==> src/rtl/alu_issue.sv <==
// Decode-and-issue stage feeding the ALU: 16x32 register file, operand1 forwarding,
// and a single-cycle bubble for operand0 read-after-write hazards.
module alu_issue #(
  parameter int unsigned NREGS = 16,
  parameter int unsigned IMM_W = 12
) (
  input  logic        i_clk,
  input  logic        i_rst,
  input  logic        i_in_valid,
  input  logic [31:0] i_in_instr,
  output logic        o_in_ready,
  input  logic        i_hold,
  input  logic        i_wb_en,
  input  logic [3:0]  i_wb_addr,
  input  logic [31:0] i_wb_data,
  output logic [31:0] o_decoder_operand0,
  output logic [31:0] o_decoder_operand1,
  output logic [3:0]  o_operation,
  output logic        o_bitwise_op,
  output logic        o_add_or_subtract,
  output logic        o_update_flags,
  output logic        o_use_flags,
  output logic        o_nop,
  output logic [1:0]  o_sel,
  output logic [3:0]  o_wb_rd,
  output logic        o_wb_req,
  output logic        o_illegal
);

  localparam logic [3:0] OpAdd = 4'h0;
  localparam logic [3:0] OpSub = 4'h1;
  localparam logic [3:0] OpAnd = 4'h2;
  localparam logic [3:0] OpEor = 4'h4;
  localparam logic [3:0] OpMov = 4'h5;
  localparam logic [3:0] OpCmp = 4'h6;
  localparam logic [3:0] OpNop = 4'hF;

  localparam logic [1:0] SelReg = 2'b00;
  localparam logic [1:0] SelFwd = 2'b01;

  typedef enum logic [0:0] {StRun, StBubble} state_e;

  // Register file
  logic [31:0] r_regs [NREGS];

  // Issued slot (also serves as prev_rd / prev_wr for hazard checks)
  state_e      r_state;
  logic [31:0] r_op0;
  logic [31:0] r_op1;
  logic [3:0]  r_operation;
  logic        r_bitwise;
  logic        r_addsub;
  logic        r_update_flags;
  logic        r_use_flags;
  logic        r_nop;
  logic [1:0]  r_sel;
  logic [3:0]  r_wb_rd;
  logic        r_wb_req;
  logic        r_illegal;

  state_e      w_state_d;
  logic [31:0] w_op0_d;
  logic [31:0] w_op1_d;
  logic [3:0]  w_operation_d;
  logic        w_bitwise_d;
  logic        w_addsub_d;
  logic        w_update_flags_d;
  logic        w_use_flags_d;
  logic        w_nop_d;
  logic [1:0]  w_sel_d;
  logic [3:0]  w_wb_rd_d;
  logic        w_wb_req_d;
  logic        w_illegal_d;

  // Instruction fields
  logic [3:0]  w_opcode;
  logic        w_imm_sel;
  logic        w_upd_fld;
  logic        w_use_fld;
  logic [3:0]  w_rd;
  logic [3:0]  w_rn;
  logic [3:0]  w_rm;
  logic [31:0] w_imm_ext;
  logic        w_unused_instr_bit;

  assign w_opcode           = i_in_instr[31:28];
  assign w_imm_sel          = i_in_instr[27];
  assign w_upd_fld          = i_in_instr[26];
  assign w_use_fld          = i_in_instr[25];
  assign w_unused_instr_bit = i_in_instr[24];
  assign w_rd               = i_in_instr[23:20];
  assign w_rn               = i_in_instr[19:16];
  assign w_rm               = i_in_instr[15:12];
  assign w_imm_ext          = {{(32 - IMM_W){1'b0}}, i_in_instr[IMM_W-1:0]};

  // Combinational read with write-through so a same-cycle writeback is seen
  logic [31:0] w_rn_val;
  logic [31:0] w_rm_val;

  assign w_rn_val = (i_wb_en && (i_wb_addr == w_rn)) ? i_wb_data : r_regs[w_rn];
  assign w_rm_val = (i_wb_en && (i_wb_addr == w_rm)) ? i_wb_data : r_regs[w_rm];

  logic w_is_alu;
  logic w_is_illegal;
  logic w_uses_rn;
  logic w_op0_hazard;
  logic w_fwd;
  logic w_xfer;

  assign w_is_alu     = (w_opcode <= OpCmp);
  assign w_is_illegal = !w_is_alu && (w_opcode != OpNop);
  assign w_uses_rn    = w_is_alu && (w_opcode != OpMov);

  // Operand0 has no forward path, so a dependency on the issued result must bubble
  assign w_op0_hazard = i_in_valid && w_uses_rn && r_wb_req && (w_rn == r_wb_rd);
  assign w_fwd        = !w_imm_sel && r_wb_req && (w_rm == r_wb_rd);

  assign o_in_ready = !i_hold && !w_op0_hazard;
  assign w_xfer     = i_in_valid && o_in_ready;

  always_comb begin
    w_state_d        = r_state;
    w_op0_d          = r_op0;
    w_op1_d          = r_op1;
    w_operation_d    = r_operation;
    w_bitwise_d      = r_bitwise;
    w_addsub_d       = r_addsub;
    w_update_flags_d = r_update_flags;
    w_use_flags_d    = r_use_flags;
    w_nop_d          = r_nop;
    w_sel_d          = r_sel;
    w_wb_rd_d        = r_wb_rd;
    w_wb_req_d       = r_wb_req;
    w_illegal_d      = r_illegal;

    if (!i_hold) begin
      w_op0_d          = '0;
      w_op1_d          = '0;
      w_operation_d    = OpNop;
      w_bitwise_d      = 1'b0;
      w_addsub_d       = 1'b0;
      w_update_flags_d = 1'b0;
      w_use_flags_d    = 1'b0;
      w_nop_d          = 1'b1;
      w_sel_d          = SelReg;
      w_wb_rd_d        = '0;
      w_wb_req_d       = 1'b0;
      w_illegal_d      = 1'b0;

      if (w_xfer && w_is_alu) begin
        w_nop_d          = 1'b0;
        w_operation_d    = w_opcode;
        w_bitwise_d      = (w_opcode >= OpAnd) && (w_opcode <= OpEor);
        w_addsub_d       = (w_opcode == OpSub) || (w_opcode == OpCmp);
        w_update_flags_d = w_upd_fld || (w_opcode == OpCmp);
        w_use_flags_d    = w_use_fld;
        w_wb_rd_d        = w_rd;
        w_wb_req_d       = (w_opcode != OpCmp);
        w_op0_d          = (w_opcode == OpMov) ? '0 : w_rn_val;
        if (w_imm_sel) begin
          w_op1_d = w_imm_ext;
        end else if (w_fwd) begin
          // ALU substitutes its own last result for operand1
          w_op1_d = '0;
          w_sel_d = SelFwd;
        end else begin
          w_op1_d = w_rm_val;
        end
      end else if (w_xfer && w_is_illegal) begin
        w_illegal_d = 1'b1;
      end

      unique case (r_state)
        StRun:    w_state_d = w_op0_hazard ? StBubble : StRun;
        StBubble: w_state_d = StRun;
        default:  w_state_d = StRun;
      endcase
    end
  end

  always_ff @(posedge i_clk) begin
    if (i_rst) begin
      r_state        <= StRun;
      r_op0          <= '0;
      r_op1          <= '0;
      r_operation    <= OpNop;
      r_bitwise      <= 1'b0;
      r_addsub       <= 1'b0;
      r_update_flags <= 1'b0;
      r_use_flags    <= 1'b0;
      r_nop          <= 1'b1;
      r_sel          <= SelReg;
      r_wb_rd        <= '0;
      r_wb_req       <= 1'b0;
      r_illegal      <= 1'b0;
    end else begin
      r_state        <= w_state_d;
      r_op0          <= w_op0_d;
      r_op1          <= w_op1_d;
      r_operation    <= w_operation_d;
      r_bitwise      <= w_bitwise_d;
      r_addsub       <= w_addsub_d;
      r_update_flags <= w_update_flags_d;
      r_use_flags    <= w_use_flags_d;
      r_nop          <= w_nop_d;
      r_sel          <= w_sel_d;
      r_wb_rd        <= w_wb_rd_d;
      r_wb_req       <= w_wb_req_d;
      r_illegal      <= w_illegal_d;
    end
  end

  // Writes continue under hold so the ALU writeback is never lost
  always_ff @(posedge i_clk) begin
    if (i_rst) begin
      for (int i = 0; i < NREGS; i++) begin
        r_regs[i] <= '0;
      end
    end else if (i_wb_en) begin
      r_regs[i_wb_addr] <= i_wb_data;
    end
  end

  assign o_decoder_operand0 = r_op0;
  assign o_decoder_operand1 = r_op1;
  assign o_operation        = r_operation;
  assign o_bitwise_op       = r_bitwise;
  assign o_add_or_subtract  = r_addsub;
  assign o_update_flags     = r_update_flags;
  assign o_use_flags        = r_use_flags;
  assign o_nop              = r_nop;
  assign o_sel              = r_sel;
  assign o_wb_rd            = r_wb_rd;
  assign o_wb_req           = r_wb_req;
  assign o_illegal          = r_illegal;

endmodule

==> config.mk <==
export PLATFORM = sky130hd
export DESIGN_NAME = alu_issue
export DESIGN_NICKNAME = d
export VERILOG_FILES = /design/src/rtl/alu_issue.sv
export SDC_FILE = /design/constraint.sdc
export NUM_CORES = 1
export LEC_CHECK = 0
export CORE_ASPECT_RATIO = 1.5
export CORE_MARGIN = 1.5
export CORE_UTILIZATION = 50
export DETAILED_ROUTE_END_ITERATION = 12
export HOLD_SLACK_MARGIN = 0.08
export PLACE_DENSITY = 0.65
export SYNTH_ARGS = -nofsm -noshare
export SYNTH_HDL_FRONTEND = slang
export SYNTH_SLANG_ARGS = --single-unit
export TNS_END_PERCENT = 10
==> constraint.sdc <==
create_clock -name i_clk -period 5.1 [get_ports i_clk]
set_input_delay 1.02 -clock i_clk [delete_from_list [all_inputs] [get_ports i_clk]]
set_output_delay 1.02 -clock i_clk [all_outputs]
set_load 0.05 [all_outputs]
## Word level (Yosys, flattened, before mapping)

Memories as Yosys holds them, arrays and structs flattened.
Cells that the tools add are included.

| storage, ports and cells | value |
|---|---|
| flip-flop bits (word level) | 81 |
| bits in latches | 0 |
| bits in writable memories | 512 |
| memory bits (read-only) | 0 |
| input port bits | 73 |
| output and inout port bits | 82 |
| logic and storage cells | 75 |
| memories kept | 1 |

Memory list:

| memory | depth | width | rd ports | clocked after memory_dff | write ports | line | text |
|---|---|---|---|---|---|---|---|
| r_regs | 16 | 32 | 2 | 0 | 16 | 44 | `logic [31:0] r_regs [NREGS];` |

| cells by class | value |
|---|---|
| add/subtract/negate cells | 0 |
| $mul | 0 |
| div/mod/pow operators | 0 |
| order comparisons | 3 |
| equality and inequality tests | 10 |
| shift-type cells | 0 |
| mux-type cells | 28 |
| bitwise operators | 0 |
| reduce and logical (&&, ||, !) cells | 21 |

Operators with widths:

| cell | count |
|---|---|
| $mux 32 | 8 |
| $reduce_or 32->1 | 1 |
| $mux 1 | 17 |
| $eq 4x4->1 | 4 |
| $logic_and 1x1->1 | 14 |
| $mux 4 | 3 |
| $eq 4x3->1 const B | 2 |
| $le 4x3->1 const B | 2 |
| $ne 4x3->1 const B | 2 |
| $eq 4x1->1 const B | 1 |
| $ge 4x2->1 const B | 1 |
| $logic_not 1->1 | 4 |
| $ne 4x4->1 const B | 1 |
| $logic_or 1x1->1 | 2 |

## Logic depth before layout (Yosys ltp)

| depth | value |
|---|---|
| depth in word-level cells | 11 |
| mapped depth | 9 |

## Least setup slack after synthesis

No wires, ideal clock.

| timing path | value |
|---|---|
| kind | in2out |
| start point | input port i_in_instr[17] |
| end point | output port o_in_ready |
| data arrival time | 2.352 ns |
| required time | 4.080 ns |
| setup slack | 1.728 ns |
| cell stages on the path | 4 |
| cell sequence | buf_2 > xor2_1 > nor3_2 > a41oi_1 |

| on the way | value |
|---|---|
| word-level cells in the longest chain between the ends | 4 |

RTL lines:

| item | line | text |
|---|---|---|
| start, declared | 10 | `input logic [31:0] i_in_instr,` |
| $eq 4x4->1 | 115 | `assign w_op0_hazard = i_in_valid && w_uses_rn && r_wb_req && (w_rn == r_wb_rd);` |
| $logic_and 1x1->1 | 115 |  |
| $logic_not 1->1 | 118 | `assign o_in_ready = !i_hold && !w_op0_hazard;` |
| $logic_and 1x1->1 | 118 |  |
| end, declared | 11 | `output logic o_in_ready,` |

No other way between the ends.

## Worst setup path in the final report

| timing path | value |
|---|---|
| start point | input port i_in_instr[30] |
| end point | output port o_in_ready |

| on the way | value |
|---|---|
| word-level cells in the longest chain between the ends | 7 |
| elaborated cells between the ends (all ways) | 8 |
| those cells by class | order compare: 1; eq/ne: 1; reduce/logical: 6 |

RTL lines:

| item | line | text |
|---|---|---|
| $le 4x3->1 or $ne 4x3->1 (tied branches) | 110, 112 |  |
| $logic_and 1x1->1 (*) | 112 | `assign w_uses_rn = w_is_alu && (w_opcode != OpMov);` |
| $logic_and 1x1->1 (*) (3 in a row) | 115 |  |
| $logic_not 1->1 (*) | 118 |  |
| $logic_and 1x1->1 (*) | 118 |  |

Mark *: on every way between the ends. The rest lies on a longest branch, timed or not.

==> flow_metrics.py <==
metrics = {
    "timing": {
        "hold_viol": 0,
        "tns_ps": 0,
        "setup_violations": 0,
        "grt_setup_unrepaired": "no",
        "min_period_over_period_pct": 80.4,
        "finalMaxSlewViolations": 0,
        "clock.fmax_mhz": 244,
        "final.setup_skew_ps": 18.6,
        "fin_crit_ps": 4100,
        "slew_headroom_pct": 31.9,
        "tightest_slew_ps": 1020,
    },
    "status": {
        "status": "complete, no violations",
    },
    "power": {
        "p_leak_uw": 0.0124,
        "peakVddDrop_v": 0.000265,
        "seqPwrFrac_pct": 48.4,
        "power_switching_uw": 2760,
        "p_sw_share_pct": 23.7,
        "pwr_density_cell_nw_per_um2": 332,
        "power.share.clock_pct": 40.1,
        "power.internal_uw": 8890,
        "comb_power_share_pct": 11.4,
    },
    "setup_path": {
        "cp_slowest_cell": "clkdlybuf4s50_1",
        "worstRegToRegCells": 6,
        "worstSetupPathType": "primary input to primary output",
        "cp.arrival_ps": 3080,
        "path_common_cell": "clkdlybuf4s50_1",
        "cp_max_fo": 7,
        "slowest_delay_ps": 860,
        "setup.worst_path.end_class": "primary output",
        "start_kind": "primary input",
        "path_cells": "clkdlybuf4s50_1 > nand2_1 > and3_1 > a41oi_1 > clkdlybuf4s50_1",
        "r2r_slack_ps": 2420,
        "required_ps": 4080,
    },
    "synth": {
        "synthArstFlopShare_pct": 0,
        "ys.flop_type": "edfxtp_1",
        "synth_edf_count": 512,
        "syn_nets": 2209,
        "synth.yosys.seq_area_share_pct": 55.2,
        "syn-cell-area_um2": 30700,
        "synth_seq_cells": 592,
        "syn_inst": 2136,
        "ys_types": 49,
        "avgSynthCellArea_um2": 14.4,
        "yosysWarnings": 0,
    },
    "drt": {
        "drt_first_pass_iters": 5,
        "drt-initial-drc-count": 1862,
        "wirelength_um": 90600,
        "drtAntennaViolNets": 0,
        "vias": 19200,
        "viasPerCell": 6.28,
        "wl_per_cell_um": 29.6,
        "route.detailed.drc": 0,
    },
    "grt": {
        "grt_pass1_vias": 20200,
        "grt_max_degree": 97,
        "grt_first_pass_wirelength_um": 132000,
        "antenna_found_initial": 2,
        "grt.total_usage_pct": 29.3,
        "grt_overflow": 0,
    },
    "final_layout": {
        "drive_gt1_share_pct": 21.1,
        "n_fill_cell": 4783,
        "fin_util_pct": 57.6,
        "final_net_count": 2290,
        "area_delta_synth_final_pct": 14.2,
    },
    "clocking": {
        "root_buffer": "clkbuf_16",
        "cts_buffer_depth": 3,
        "post_cts_resize_count": 0,
        "cts_tree": "done",
        "cts_hold_buffers": 0,
        "cts_setup_buffers": 0,
        "numCtsBuffers": 57,
        "cts.sinks": 592,
        "cts_htree_levels": 2,
        "clkLatencyLatePin_ps": 630,
        "path_clk_slew_ps": 60,
    },
    "floorplanning": {
        "ios": 155,
        "rows": 111,
        "initial_utilization_pct": 50.4,
        "fp.dieW_um": 205,
        "coreArea_um2": 61000,
        "die-area_um2": 63000,
        "dieHeight_um": 307,
    },
    "placement": {
        "gp_congestion": 0.808,
        "dp_hpwl_um": 53000,
        "port_buffers": 152,
    },
    "run": {
        "drv_cap": 0,
    },
    "min_path": {
        "min_path_type": "register to register",
        "whs_path_depth": 2,
    },
}
==> flip-flops by register name (all words and copies together) (netlist names) <==
| signal | cells |
|---|---|
| o_use_flags | 1 |
| o_decoder_operand0 | 32 |
| o_wb_req | 1 |
| o_wb_rd | 4 |
| o_update_flags | 1 |
| o_decoder_operand1 | 32 |
| o_add_or_subtract | 1 |
| o_illegal | 1 |
| o_operation | 4 |
| r_regs | 512 |
| o_nop | 1 |
| o_sel | 1 |
| o_bitwise_op | 1 |
==> logic make-up (layout without fill, tap and decap cells) <==
| logic type | Yosys count | count (layout) | synth area share (%) |
|---|---|---|---|
| multiplexers | 381 | 381 | 22.6 |
| AND/OR/NAND/NOR | 755 | 755 | 14.4 |
| XOR/XNOR | 14 | 14 | 0.399 |
| buffers and inverters | 210 | 339 | 3.03 |
| other | 1 | 2 | 0.0122 |
| AO/OA/AOI/OAI | 183 | 183 | 4.29 |
| flip-flops | 592 | 592 | 55.2 |
==> area by class of cell <==
class / instances / area (um^2) / share of cell area (%)
flip-flops and latches: 592 / 17000 / 48.4
clock inverters: 37 / 522 / 1.49
repair buffers: 224 / 2170 / 6.17
inverters: 8 / 30.0 / 0.0855
multi-input cells: 1334 / 12900 / 36.7
clock buffers: 70 / 1530 / 4.35
diodes: 1 / 2.50 / 0.00713
well taps: 791 / 990 / 2.82
==> stage by stage <==
| stage | area (um^2) | total power (uW) | worst slack [ps] | hold WS [ps] | cells |
|---|---|---|---|---|---|
| after detailed placement | 33100 | 7080 | 1020 | 447 | 2949 |
| after global routing | 35100 | 12000 | 953 | 490 | 3057 |
| after CTS | 35100 | 11700 | 1000 | 462 | 3056 |
| final | 35100 | 11700 | 1000 | 457 | 3057 |
| after global placement | 33100 | 7040 | 1010 | 440 | 2949 |
| after floorplan | 30700 | 6580 | 1730 | 675 | 2136 |
==> worst max-delay path, delay by kind of cell <==
| kind | cells | cell delay (ps) |
|---|---|---|
| AOI/OAI and AO/OA | 1 | 260 |
| buffers and inverters | 2 | 1460 |
| and+or+nand+nor | 2 | 330 |
==> power groups by stage <==
stage	clock network [uW]	logic, uW	registers (uW)
final	4680	1330	5640
after global routing	4890	1410	5670
after CTS	4730	1340	5640
after detailed placement	0	1340	5740
after global placement	0	1330	5710
after floorplan	0	840	5740
==> cell usage after synthesis (2+ instances only) <==
| library cell | count | area [um^2] |
|---|---|---|
| nor3_1 | 16 | 80.1 |
| nand4_1 | 3 | 18.8 |
| a211oi_1 | 40 | 300 |
| nand3_1 | 4 | 20.0 |
| mux2i_1 | 112 | 1120 |
| o21bai_1 | 2 | 15.0 |
| buf_2 | 33 | 165 |
| a21oi_1 | 36 | 180 |
| nor2b_1 | 33 | 206 |
| o31ai_1 | 10 | 75.1 |
| xor2_1 | 6 | 52.6 |
| clkbuf_1 | 138 | 518 |
| dfxtp_1 | 80 | 1600 |
| a211oi_2 | 2 | 25.0 |
| o21ai_0 | 21 | 105 |
| nand2b_1 | 12 | 75.1 |
| and2_1 | 545 | 3410 |
| o22ai_1 | 11 | 68.8 |
| nand4b_1 | 2 | 17.5 |
| buf_4 | 6 | 45.0 |
| a22oi_1 | 19 | 143 |
| buf_1 | 15 | 56.3 |
| nor2_1 | 50 | 188 |
| buf_6 | 9 | 101 |
| mux4_2 | 248 | 5590 |
| a221o_1 | 32 | 320 |
| o211ai_1 | 2 | 15.0 |
| or2_2 | 18 | 113 |
| a21o_1 | 2 | 15.0 |
| a41oi_1 | 2 | 17.5 |
| inv_1 | 7 | 26.3 |
| edfxtp_1 | 512 | 15400 |
| xnor2_1 | 8 | 70.1 |
| and3_1 | 3 | 18.8 |
| mux2_2 | 21 | 236 |
| nand2_1 | 63 | 236 |
==> cells in the final DEF (no fill, tap or decap), drive strengths merged, types with 10 or more instances in the layout <==
master / netlist / layout
nor2b: 33 / 33
a21oi: 37 / 37
clkdlybuf4s50: 0 / 145
nand2b: 12 / 12
buf: 64 / 77
a221o: 32 / 32
bufinv: 0 / 13
nor2: 50 / 50
and2: 545 / 545
nand2: 63 / 63
dfxtp: 80 / 80
mux2: 21 / 21
a22oi: 19 / 19
o22ai: 11 / 11
or2: 18 / 18
o21ai: 21 / 21
clkinv: 1 / 21
mux4: 248 / 248
o31ai: 10 / 10
nor3: 17 / 17
a211oi: 42 / 42
clkbuf: 138 / 72
mux2i: 112 / 112
edfxtp: 512 / 512
==> metal layers <==
metal  vias up  part of all wire, %  track usage, %  routed length (um)
met5         -                    0               0                   0
met4         0                  4.4            12.7                3970
met3       234                  5.9            3.49                5370
met2       797                   53            52.8               48000
met1      9919                   37            35.2               33200
li1       8243                    -               -                   -
==> path summary, 6_finish.rpt <==
check | startpoint | end
min reg2reg | o_decoder_operand1[19] | o_decoder_operand1[19]
max | i_in_instr[30] | o_in_ready
min | o_decoder_operand1[19] | o_decoder_operand1[19]
max reg2reg | o_wb_rd[3] | o_decoder_operand0[7]
Note: power is estimated with default switching activity, not from simulation.
